`src/rtl/scroll_feeder.sv`:
```
// scroll_feeder -- loads a short message of display codes and scrolls it
// right-to-left through a DIGITS-wide window, one position per prescaler tick.
//
// The scrolled stream is DIGITS blanks followed by the L stored characters,
// repeating with period L+DIGITS. Digit 0 is the leftmost display digit.
//
// Build option: define SCROLL_PAUSE_EN to add the pause input, which freezes
// the prescaler, position and window while high.
//
// Ports:
//   clk        system clock, rising edge
//   rst_n      asynchronous active-low reset
//   msg_start  pulse: abort current message, clear window, start loading
//   wr_valid   character write request (honoured only while loading)
//   wr_data    5-bit code: 0-15 hex glyph, 16 blank, 17-31 stored as blank
//   wr_last    marks wr_data as the final character of the message
//   pause      (SCROLL_PAUSE_EN only) freeze scrolling
//   wr_ready   high while loading
//   win_data   DIGITS x 5-bit window, digit k at bits [5k+4:5k]
//   win_valid  one-cycle pulse whenever win_data takes a new scroll frame
//   busy       high whenever not idle
//   pos        current scroll position
module scroll_feeder #(
  parameter int DIGITS = 8,
  parameter int DEPTH  = 16,
  parameter int DIV_W  = 23
) (
  input  logic                clk,
  input  logic                rst_n,
  input  logic                msg_start,
  input  logic                wr_valid,
  input  logic [4:0]          wr_data,
  input  logic                wr_last,
`ifdef SCROLL_PAUSE_EN
  input  logic                pause,
`endif
  output logic                wr_ready,
  output logic [5*DIGITS-1:0] win_data,
  output logic                win_valid,
  output logic                busy,
  output logic [4:0]          pos
);

  localparam int LEN_W = $clog2(DEPTH + 1);
  localparam int AW    = $clog2(DEPTH);
  // Wide enough for pos + k, which stays below twice the period.
  localparam int SW    = $clog2(DEPTH + 2 * DIGITS);

  localparam logic [4:0]          BLANK     = 5'd16;
  localparam logic [5*DIGITS-1:0] ALL_BLANK = {DIGITS{BLANK}};

  typedef enum logic [1:0] {IDLE = 2'd0, LOAD = 2'd1, SCROLL = 2'd2} state_t;

  state_t              state_reg, state_next;
  logic [LEN_W-1:0]    len_reg, len_next;
  logic [4:0]          pos_reg, pos_next, pos_tick;
  logic [DIV_W-1:0]    presc_reg, presc_next;
  logic [5*DIGITS-1:0] win_reg, win_next, win_calc;
  logic                win_valid_reg, win_valid_next;
  logic [4:0]          mem_reg [DEPTH];
  logic                wr_en;
  logic                paused;
  logic [SW-1:0]       period;
  logic [4:0]          wr_code;

`ifdef SCROLL_PAUSE_EN
  assign paused = pause;
`else
  assign paused = 1'b0;
`endif

  assign period  = SW'(len_reg) + SW'(DIGITS);
  assign wr_code = (wr_data > BLANK) ? BLANK : wr_data;

  // Position the next tick moves to; wraps at the end of the stream.
  assign pos_tick = (SW'(pos_reg) == period - SW'(1)) ? 5'd0 : pos_reg + 5'd1;

  // Window contents for pos_tick, so a tick updates pos and the window on
  // the same edge.
  genvar gi;
  generate
    for (gi = 0; gi < DIGITS; gi++) begin : g_win
      logic [SW-1:0] sum;
      logic [SW-1:0] idx;
      logic [SW-1:0] off;
      assign sum = SW'(pos_tick) + SW'(gi);
      assign idx = (sum >= period) ? sum - period : sum;
      assign off = idx - SW'(DIGITS);
      assign win_calc[gi*5 +: 5] = (idx < SW'(DIGITS)) ? BLANK : mem_reg[off[AW-1:0]];
    end
  endgenerate

  always_comb begin
    state_next     = state_reg;
    len_next       = len_reg;
    pos_next       = pos_reg;
    presc_next     = presc_reg;
    win_next       = win_reg;
    win_valid_next = 1'b0;
    wr_en          = 1'b0;
    if (msg_start) begin
      // Restart wins over anything else, including a coincident write.
      state_next = LOAD;
      len_next   = '0;
      pos_next   = 5'd0;
      presc_next = '0;
      win_next   = ALL_BLANK;
    end else begin
      case (state_reg)
        LOAD: begin
          if (wr_valid) begin
            wr_en    = 1'b1;
            len_next = len_reg + LEN_W'(1);
            if (wr_last || (len_reg == LEN_W'(DEPTH - 1))) begin
              state_next     = SCROLL;
              pos_next       = 5'd0;
              presc_next     = '0;
              win_next       = ALL_BLANK;
              win_valid_next = 1'b1;
            end
          end
        end
        SCROLL: begin
          if (!paused) begin
            presc_next = presc_reg + DIV_W'(1);
            if (presc_reg == '1) begin
              pos_next       = pos_tick;
              win_next       = win_calc;
              win_valid_next = 1'b1;
            end
          end
        end
        default: ;
      endcase
    end
  end

  always_ff @(posedge clk or negedge rst_n) begin
    if (!rst_n) begin
      state_reg     <= IDLE;
      len_reg       <= '0;
      pos_reg       <= 5'd0;
      presc_reg     <= '0;
      win_reg       <= ALL_BLANK;
      win_valid_reg <= 1'b0;
    end else begin
      state_reg     <= state_next;
      len_reg       <= len_next;
      pos_reg       <= pos_next;
      presc_reg     <= presc_next;
      win_reg       <= win_next;
      win_valid_reg <= win_valid_next;
    end
  end

  // Message storage; only indices below L are ever read, so no reset needed.
  always_ff @(posedge clk) begin
    if (wr_en) begin
      mem_reg[len_reg[AW-1:0]] <= wr_code;
    end
  end

  assign wr_ready  = (state_reg == LOAD);
  assign busy      = (state_reg != IDLE);
  assign win_data  = win_reg;
  assign win_valid = win_valid_reg;
  assign pos       = pos_reg;

endmodule

```
`config.mk`:
```
export PLATFORM = sky130hd
export DESIGN_NAME = scroll_feeder
export DESIGN_NICKNAME = d
export VERILOG_FILES = /design/src/rtl/scroll_feeder.sv
export SDC_FILE = /design/constraint.sdc
export NUM_CORES = 1
export LEC_CHECK = 0
export BUFFER_PORTS_ARGS = -buffer_cell sky130_fd_sc_hd__buf_4
export CORE_MARGIN = 3
export CORE_UTILIZATION = 40
export CTS_BUF_LIST = sky130_fd_sc_hd__clkbuf_4 sky130_fd_sc_hd__clkbuf_8
export DETAILED_ROUTE_END_ITERATION = 10
export GPL_ROUTABILITY_DRIVEN = 0
export PLACE_DENSITY = 0.68
export REMOVE_ABC_BUFFERS = 1
export SLEW_MARGIN = 10
export SYNTH_ARGS = -nofsm -noshare
export SYNTH_HDL_FRONTEND = slang
export SYNTH_SLANG_ARGS = --single-unit
```
`constraint.sdc`:
```
create_clock -name clk -period 6.4 [get_ports clk]
set_input_delay 0.64 -clock clk [delete_from_list [all_inputs] [get_ports clk]]
set_output_delay 0.64 -clock clk [all_outputs]
set_load 0.02 [all_outputs]
```
==> flow_summary.toml, run 1 <==
[run_status]
status = "finished clean"

[place]
port_buffers = 57
preCtsSetupSlack_ps = 108
dp.cells = 1883
dpl_cell_area_um2 = 15000
hpwlAfterDp_mm = 35.1

[worst_setup_path]
cp.arrival_ps = 6400
crit_type = "reg2reg"
cp-start-kind = "flop"
cp.required_ps = 6780
critPathMaxFanout = 52
critical_path.cell_chain = "inv_1, ha_1, xor2_1, nand2_1, or2_0, o21ai_1, ha_2, inv_1, and3_1, and4b_1, or4_4, clkinv_2, ha_1, a21oi_1, o21ai_0, a31oi_4, mux2i_4, buf_12, nor2b_1, a211oi_1, a211oi_1, a211o_1, a32o_1"
max_stage_delay_ps = 520
crit_path_end_kind = "flop"
critPathSlowestCell = "or4_4"

[routing]
dr.pass1.iters = 7
viasPerCell = 6.58
drt-total-wl_mm = 48.2
drt_iter0_drc = 1794
num_vias = 12699
final_antenna_net_count = 0
drc = 0
wire_per_inst_um = 25.0

[floorplanning]
core-area_um2 = 34600
row_count = 68
die_h_um = 193
initial_utilization_pct = 40.6
io_pins = 58
dieArea_um2 = 37400
fp.dieW_um = 193

[synth]
avgSynthCellArea_um2 = 9.95
synthCells = 1413
synth_area_leaders = "edfxtp_1, mux2i_1, dfrtp_1"
yosys.area.top_type = "edfxtp_1"
synth-edff-count = 80
yosysSeqAreaShare_pct = 30.7
synth_top_area_share_pct = 17.1
syn_area_um2 = 14100
synth_top_flop_cell = "edfxtp_1"
async_reset_ff_share_pct = 48.7
netlist-cell-type-count = 83
yosys_warnings = 0
ys_ff_latch = 156

[pwr]
p_leak_nw = 6.54
ir_drop_mv = 0.131
power.density_nw_per_um2 = 154

[layout]
fillerInstances = 3182
syn_to_final_growth_pct = 11.5
diodes = 0
final_area_um2 = 15700
largest_reg_flops = 80
drive_above_1_share_pct = 18.8
fin_cells = 1931
nets = 1530
utilization_pct = 45.3

[global_routing]
use_met1_pct = 33.0
grt_max_degree = 60
antenna_found_initial = 0
grt-ovfl-total = 0
use_met2_pct = 38.0
first_global_vias = 12202
grt_use_met3_pct = 5.68
busiest_layer = "met2"
gr-usage-all-layers_pct = 24.8
grt_pass1_wl_mm = 72.8

[clock_tree]
cts_sinks = 156
cts_max_level = 4
root_buffer = "clkbuf_8"
cts_tree = "yes"
clock_latency_ps = 490
clk_transition_reported_paths_ps = 90
clk_path_buf_depth = 2
cts_made_buffers = 17

[timing]
period_share_pct = 94.1
maxSlewHeadroom_pct = 19.0
final_hold_viol_count = 0
rsz0062_at_grt = "no"
tns_ps = 0
period_needed_ps = 6020
fin_ws_ps = 378
worstMarginPinSlew_ps = 1210
fin_worst_skew_ps = 16.8
slew_violations = 0
fmax_ghz = 0.166
finalSetupViolations = 0

[worst_hold_path]
hp-class = "in2async"

[flow_run]
cap_violations = 0
[metal layers]
metal,routed length [um],part of all wire [%]
met1,19000,39
met2,21300,44
met3,5330,11
met4,2590,5.4
met5,0,0
[cell type report]
class	count	area, um^2	share of cell area (%)
clock inverters	14	206	1.32
inverters	37	143	0.910
multi-input cells	1138	9320	59.4
clock buffers	18	241	1.54
flip-flops and latches	156	4310	27.5
well taps	455	569	3.63
repair buffers	113	886	5.65
[kinds of logic (layout without fill, tap and decap cells)]
| logic type | after synthesis | in the layout | share of synthesized area (%) |
|---|---|---|---|
| mux | 282 | 283 | 25.1 |
| flops | 156 | 156 | 30.7 |
| compound gates | 367 | 368 | 18.4 |
| xor+xnor | 66 | 66 | 4.25 |
| simple gates | 364 | 364 | 12.3 |
| fa+ha+maj | 57 | 57 | 5.29 |
| buf+inv | 121 | 182 | 3.98 |
[cells in the mapped netlist, drive strengths merged (5+ instances only)]
cell type,n
and3,15
xor2,32
a211oi,73
a21boi,14
nand4,9
mux2i,201
ha,53
nand3,34
nor2b,39
nor3,20
a21oi,75
mux4,50
a22oi,14
a31oi,17
a311oi,5
a21o,17
xnor2,34
nor2,89
dfrtp,68
nand2,120
a32o,5
dfstp,8
inv,36
o211ai,16
a222oi,12
o22ai,6
clkbuf,42
mux2,31
a22o,9
o21ai,60
buf,42
edfxtp,80
and2,7
nand2b,7
a211o,16
[worst paths after layout]
| check | startpoint | to | slack, ps | cells after the start |
|---|---|---|---|---|
| max in group asynchronous | rst_n | win_data[18] | 5310 | 2 |
| worst max-delay path | len_reg[0] | win_data[38] | 380 | 23 |
| worst min register to register | win_data[26] | win_data[26] | 500 | 2 |
| worst min-delay path | rst_n | presc_reg[9] | 90 | 1 |
| worst max register to register | len_reg[0] | win_data[38] | 380 | 23 |
| min in group clk | msg_start | len_reg[2] | 420 | 2 |
[per-stage QoR]
stage                     total power [W]  hold WS [ps]
after floorplan                   0.00142           344
after global placement            0.00153           474
after detailed placement          0.00154           488
after CTS                         0.00240          83.5
after global routing              0.00251          95.4
final                             0.00242          87.9
[placed cells by master (no fill, tap or decap), types with 15 or more instances in the layout]
master    count
inv_1        31
nor2_1       85
a31oi_1      16
xor2_1       32
buf_4       110
clkbuf_8     17
mux4_2       48
dfrtp_1      68
nor3_1       19
xnor2_1      33
mux2_2       31
edfxtp_1     80
o21ai_0      47
a211o_1      16
nor2b_1      39
nand2_1     120
o211ai_1     16
mux2i_1     191
nand3_1      34
a21oi_1      70
a211oi_1     73
ha_1         52
and3_1       15
a21o_1       17
[critical path: cells and delay by family, from the launching register on]
family	cells	cell delay (ps)
multiplexers	1	320
adder cells (fa/ha/maj)	3	990
buffers and inverters	4	710
AO/OA/AOI/OAI	8	1810
XOR/XNOR	1	220
flip-flops	1	350
AND/OR/NAND/NOR	6	1480
[where the power goes]
part	internal, W	total, W	switching, W
Combinational	0.000194	0.000475	0.000281
Sequential	0.00106	0.00108	0.0000128
Clock	0.000439	0.000868	0.000429
[repair_timing]
| item | 4_1_cts | 5_1_grt |
|---|---|---|
| buffers inserted | 0 | 14 |
| hold buffers | 0 | 0 |
| setup endpoints to repair | 0 | 13 |
| resized for setup | 0 | 5 |
No activity file was read; power rests on OpenSTA's default activity.
==> run 2: changes to the inputs <==
- ABC_AREA: not set -> 1
==> run 2 against run 1 <==
- sequential power about the same
- via count is 33% higher
- clock skew rose by 12 ps
- routed wire length is 14% higher
- critical endpoint is now win_data[5]
- largest cell class unchanged
- highest routed layer unchanged
==> flow_summary.toml, run 2 <==
[run_status]
status = "finished clean"

[layout]
syn_to_final_growth_pct = 5.90
utilization_pct = 43.4
nets = 2370
largest_reg_flops = 80
diodes = 0
drive_above_1_share_pct = 8.59
fillerInstances = 3804
layout_common_cells = "nand2_1, nand3_1, inv_1"
layout_commonest_cell = "nand2_1"

[routing]
viasPerCell = 5.99
num_vias = 16884
drt_iter0_drc = 2670
dr.pass1.iters = 8
final_antenna_net_count = 0
drc = 0
wire_per_inst_um = 19.5
drt-total-wl_mm = 55.0

[timing]
rsz0062_at_grt = "no"
fmax_ghz = 0.174
finalSetupViolations = 0
maxSlewHeadroom_pct = 10.7
slew_violations = 0
period_needed_ps = 5740
final_hold_viol_count = 0
fin_worst_skew_ps = 29.1
worstMarginPinSlew_ps = 1330
period_share_pct = 89.7
tns_ps = 0

[worst_setup_path]
critPathMaxFanout = 51
r2r_end = "win_data[5]"
critPathSlowestCell = "dfrtp_1"
max_stage_delay_ps = 580
cp.arrival_ps = 6140
cp-start-kind = "flop"
worst-r2r-setup-slack_ps = 660
r2r-start = "len_reg[1]"
crit_path_end_kind = "flop"
reg2reg_depth = 33
cp.required_ps = 6800
crit_path_frequent_cell = "nand2_1"
crit_type = "reg2reg"

[pwr]
p_leak_nw = 7.88
total_power_w = 0.00230
ir_drop_mv = 0.132
power.density_nw_per_um2 = 143

[clock_tree]
root_buffer = "clkbuf_8"
cts_max_level = 4
clk_path_buf_depth = 2
cts_sinks = 156
clock_latency_ps = 520
cts_made_buffers = 17
cts_tree = "yes"
clk_transition_reported_paths_ps = 120

[synth]
avgSynthCellArea_um2 = 6.48
synth_area_leaders = "nand3_1, nand2_1, edfxtp_1"
async_reset_ff_share_pct = 48.7
synth_top_area_share_pct = 21.1
synth.most_common_cell = "nand2_1"
netlist-cell-type-count = 50
yosys_warnings = 0
synthTopCellsByCount = "nand2_1, nand3_1, inv_1"
yosysSeqAreaShare_pct = 28.4
synth-edff-count = 80
synthCells = 2346
synth_top_flop_cell = "edfxtp_1"
yosys.area.top_type = "nand3_1"
ys_ff_latch = 156
syn_area_um2 = 15200

[global_routing]
antenna_found_initial = 0
first_global_vias = 15382
grt_max_degree = 62
grt-ovfl-total = 0
grt_pass1_wl_mm = 85.9
gr-usage-all-layers_pct = 26.5

[worst_hold_path]
hp-class = "in2async"

[floorplanning]
die_h_um = 201
fp.dieW_um = 201
dieArea_um2 = 40400
core-area_um2 = 37000
io_pins = 58
initial_utilization_pct = 41.0
row_count = 70

[place]
port_buffers = 57
hpwlAfterDp_mm = 41.1

[flow_run]
cap_violations = 0
run 2: changes by cell type in the layout (fill, tap and decap cells not counted), moves of 62 or more:
cell and change:
nand2_1 +535, a211oi_1 -73, inv_1 +180, nand3_1 +606, mux2i_1 -191, o211ai_1 +62
run 2: logic make-up (layout without fill, tap and decap cells):
group                      Yosys count  in the layout  share of synthesized area (%)
and+or+nand+nor                   1453           1453                           43.3
buffers and inverters              379            349                           11.0
AOI/OAI and AO/OA                  270            270                           10.7
DFF                                156            156                           28.4
adders and majority gates           57             57                           4.89
xor gates and xnor gates            31             31                           1.79
run 2: area by class of cell:
cell class | instances | area (um^2) | share of cell area (%)
clock buffer | 17 | 234 | 1.45
clock inverter | 15 | 168 | 1.04
inverter | 234 | 881 | 5.47
multi-input combinational | 1811 | 9240 | 57.4
sequential | 156 | 4310 | 26.8
tap | 504 | 631 | 3.92
timing repair buffer | 83 | 623 | 3.87
run 2: through the flow:
stage / cells / hold WS, ps / worst slack [ps] / cell area [um^2]
2_1_floorplan: 2201 / 344 / 969 / 14400
3_3_place_gp: 2788 / 465 / 754 / 15700
3_5_place_dp: 2788 / 468 / 592 / 15700
4_1_cts: 2820 / 106 / 579 / 16100
5_1_grt: 2820 / 119 / 175 / 16100
6_report: 2820 / 101 / 656 / 16100
run 2: routing by layer:
metal | track usage, % | routed length [um] | up-vias | share of wire, %
met5 | 0 | 0 | - | 0
met4 | 11.2 | 2400 | 0 | 4.4
met3 | 5.59 | 6950 | 180 | 13
met2 | 39.5 | 23200 | 1121 | 42
met1 | 37.2 | 22400 | 7746 | 41
li1 | - | - | 7837 | -
run 2: critical path: cells and delay by family (launching register included):
kind	cells	cell delay [ps]
xor gates and xnor gates	1	210
adders and majority gates	3	910
buffers and inverters	8	780
DFF	1	580
and+or+nand+nor	21	3150
run 2: how the worst max path moves through the flow:
stage / from / to / slack, ps / cells after the start
floorplan: len_reg[1] / win_data[29] / 970 / 29
global placement: len_reg[1] / win_data[5] / 750 / 33
detailed placement: len_reg[1] / win_data[22] / 590 / 29
CTS: len_reg[1] / win_data[22] / 580 / 29
global route: len_reg[1] / win_data[7] / 180 / 32
finish: len_reg[1] / win_data[5] / 660 / 33
run 2: repair_timing:
item / in CTS / in global routing
hold buffers: 0 / 0
endpoints found under the setup margin: 0 / 8
gates resized for setup: 0 / 3
buffers inserted: 0 / 0
run 2: power by group:
part           internal (W)  switching (W)  total [W]  leakage [nW]
logic              0.000133       0.000315   0.000448          5.92
registers           0.00106      0.0000127    0.00108          1.76
clock network      0.000295       0.000478   0.000773         0.204
==> run 3: changes to the inputs <==
- GPL_TIMING_DRIVEN: not set -> 0
==> run 3 against run 2 <==
- clock skew grew 11 ps
- clock power grew 2.8%
- first-iteration DRC count grew 16%
- global-route usage shrank 0.58 points
- combinational power grew 4%
- hold slack gained 210 ps
- non-clock buffer count shrank 14
- via count grew 0.98%
- total power grew 1.8%
- largest power group unchanged
- final cell count shrank 0.32%
- register-to-register slack lost 260 ps
==> flow_summary.toml, run 3 (synthesis results as in run 2) <==
[place]
hpwlAfterDp_mm = 39.7
port_buffers = 57

[worst_setup_path]
crit_path_end_kind = "flop"
critPathMaxFanout = 26
max_stage_delay_ps = 650
cp.depth = 29
critPathSlowestCell = "o21ai_4"
cp-start-kind = "flop"
cp.arrival_ps = 6410
worst_path_dominant_cell_family = "simple AND/OR/NAND/NOR gates"
r2r_end = "win_data[35]"
reg2reg_depth = 29
path_buf_inv = 6
cp.required_ps = 6800
crit_type = "reg2reg"
r2r-start = "len_reg[1]"
worst-r2r-setup-slack_ps = 390

[clock_tree]
root_buffer = "clkbuf_8"
cts_made_buffers = 17
clock_latency_ps = 520
cts_sinks = 156
cts_max_level = 4
cts_tree = "yes"
clk_path_buf_depth = 2
cts_hold_buf = 0
clk_transition_reported_paths_ps = 110

[floorplanning]
core-area_um2 = 37000
die_h_um = 201
dieArea_um2 = 40400
initial_utilization_pct = 41.0
row_count = 70
fp.dieW_um = 201
io_pins = 58

[layout]
largest_reg_flops = 80
layout_commonest_cell = "nand2_1"
utilization_pct = 43.7
layout_common_cells = "nand2_1, nand3_1, inv_1"
nets = 2361
syn_to_final_growth_pct = 6.55
drive_above_1_share_pct = 9.19
diodes = 0

[global_routing]
gr-usage-all-layers_pct = 25.9
first_global_vias = 15125
grt-ovfl-total = 0
grt_max_degree = 77
antenna_found_initial = 0
grt_pass1_wl_mm = 84.4

[timing]
fin_worst_skew_ps = 40.0
finalSetupViolations = 0
slew_violations = 0
rsz0062_at_grt = "no"
final_hold_viol_count = 0
worstMarginPinSlew_ps = 1380
period_needed_ps = 6010
fmax_ghz = 0.166
period_share_pct = 93.9
maxSlewHeadroom_pct = 7.11
whs_ps = 312

[routing]
drt-total-wl_mm = 55.6
top_layer_used = "met4"
wl_met3_mm = 7.34
num_vias = 17049
drc = 0
dr.pass1.iters = 8
wire_per_inst_um = 19.8
final_antenna_net_count = 0
viasPerCell = 6.07
wl_met2_mm = 23.2
wl_met1_mm = 22.0
drt_iter0_drc = 3106

[flow_run]
cap_violations = 0

[pwr]
ir_drop_mv = 0.130
power.density_nw_per_um2 = 144
p_leak_nw = 7.85

[run_status]
status = "finished clean"

[worst_hold_path]
hp-class = "in2async"
run 3: through the flow:
step	total power (W)	TNS (ps)	setup slack [ps]	instance area [um^2]	cells
detailed placement	0.00154	-3900	-366	15600	2769
finish	0.00234	0	392	16200	2811
floorplan	0.00140	0	969	14400	2201
global route	0.00242	0	65.7	16200	2811
CTS	0.00232	0	29.1	16000	2801
global placement	0.00152	-19480	-1340	15500	2762
run 3: repair_timing:
item | CTS | global route
cloned | 0 | 5
pin swaps | 0 | 2
buffers inserted | 0 | 5
gates resized for setup | 7 | 19
setup endpoints to repair | 23 | 35
run 3: layer usage:
metal | GRT usage [%] | vias to the layer above
met5 | 0 | -
met4 | 12.1 | 0
met3 | 4.85 | 201
met2 | 38.6 | 1250
met1 | 36.4 | 7786
li1 | - | 7812
run 3: final cells by class:
type                    instances  area [um^2]
fillers                      3770        20900
inverters                     234          896
flip-flops and latches        156         4320
clock buffers                  18          241
repair inverters                2         15.0
clock inverters                14          146
repair buffers                 69          573
well taps                     504          631
multi-input cells            1814         9370
run 3: worst max-delay path by stage:
stage / start / end / slack (ps)
after CTS: len_reg[1] / win_data[31] / 30
after floorplan: len_reg[1] / win_data[29] / 970
after global routing: len_reg[1] / win_data[15] / 70
after global placement: len_reg[1] / win_data[6] / -1340
after detailed placement: len_reg[1] / win_data[5] / -370
final: len_reg[1] / win_data[35] / 390
run 3: worst reg2reg max path, delay by kind of cell, from the launching register on:
family | cells | cell delay, ps
simple gates | 16 | 1920
fa+ha+maj | 3 | 1000
compound gates | 4 | 1260
flops | 1 | 570
buf+inv | 6 | 1160
run 3: report_power, final:
group	total [W]	leakage (nW)	switching (W)	internal, W
clock network	0.000795	0.198	0.000498	0.000297
registers	0.00108	1.76	0.0000135	0.00106
logic	0.000467	5.90	0.000334	0.000133
total	0.00234	7.85	0.000845	0.00149
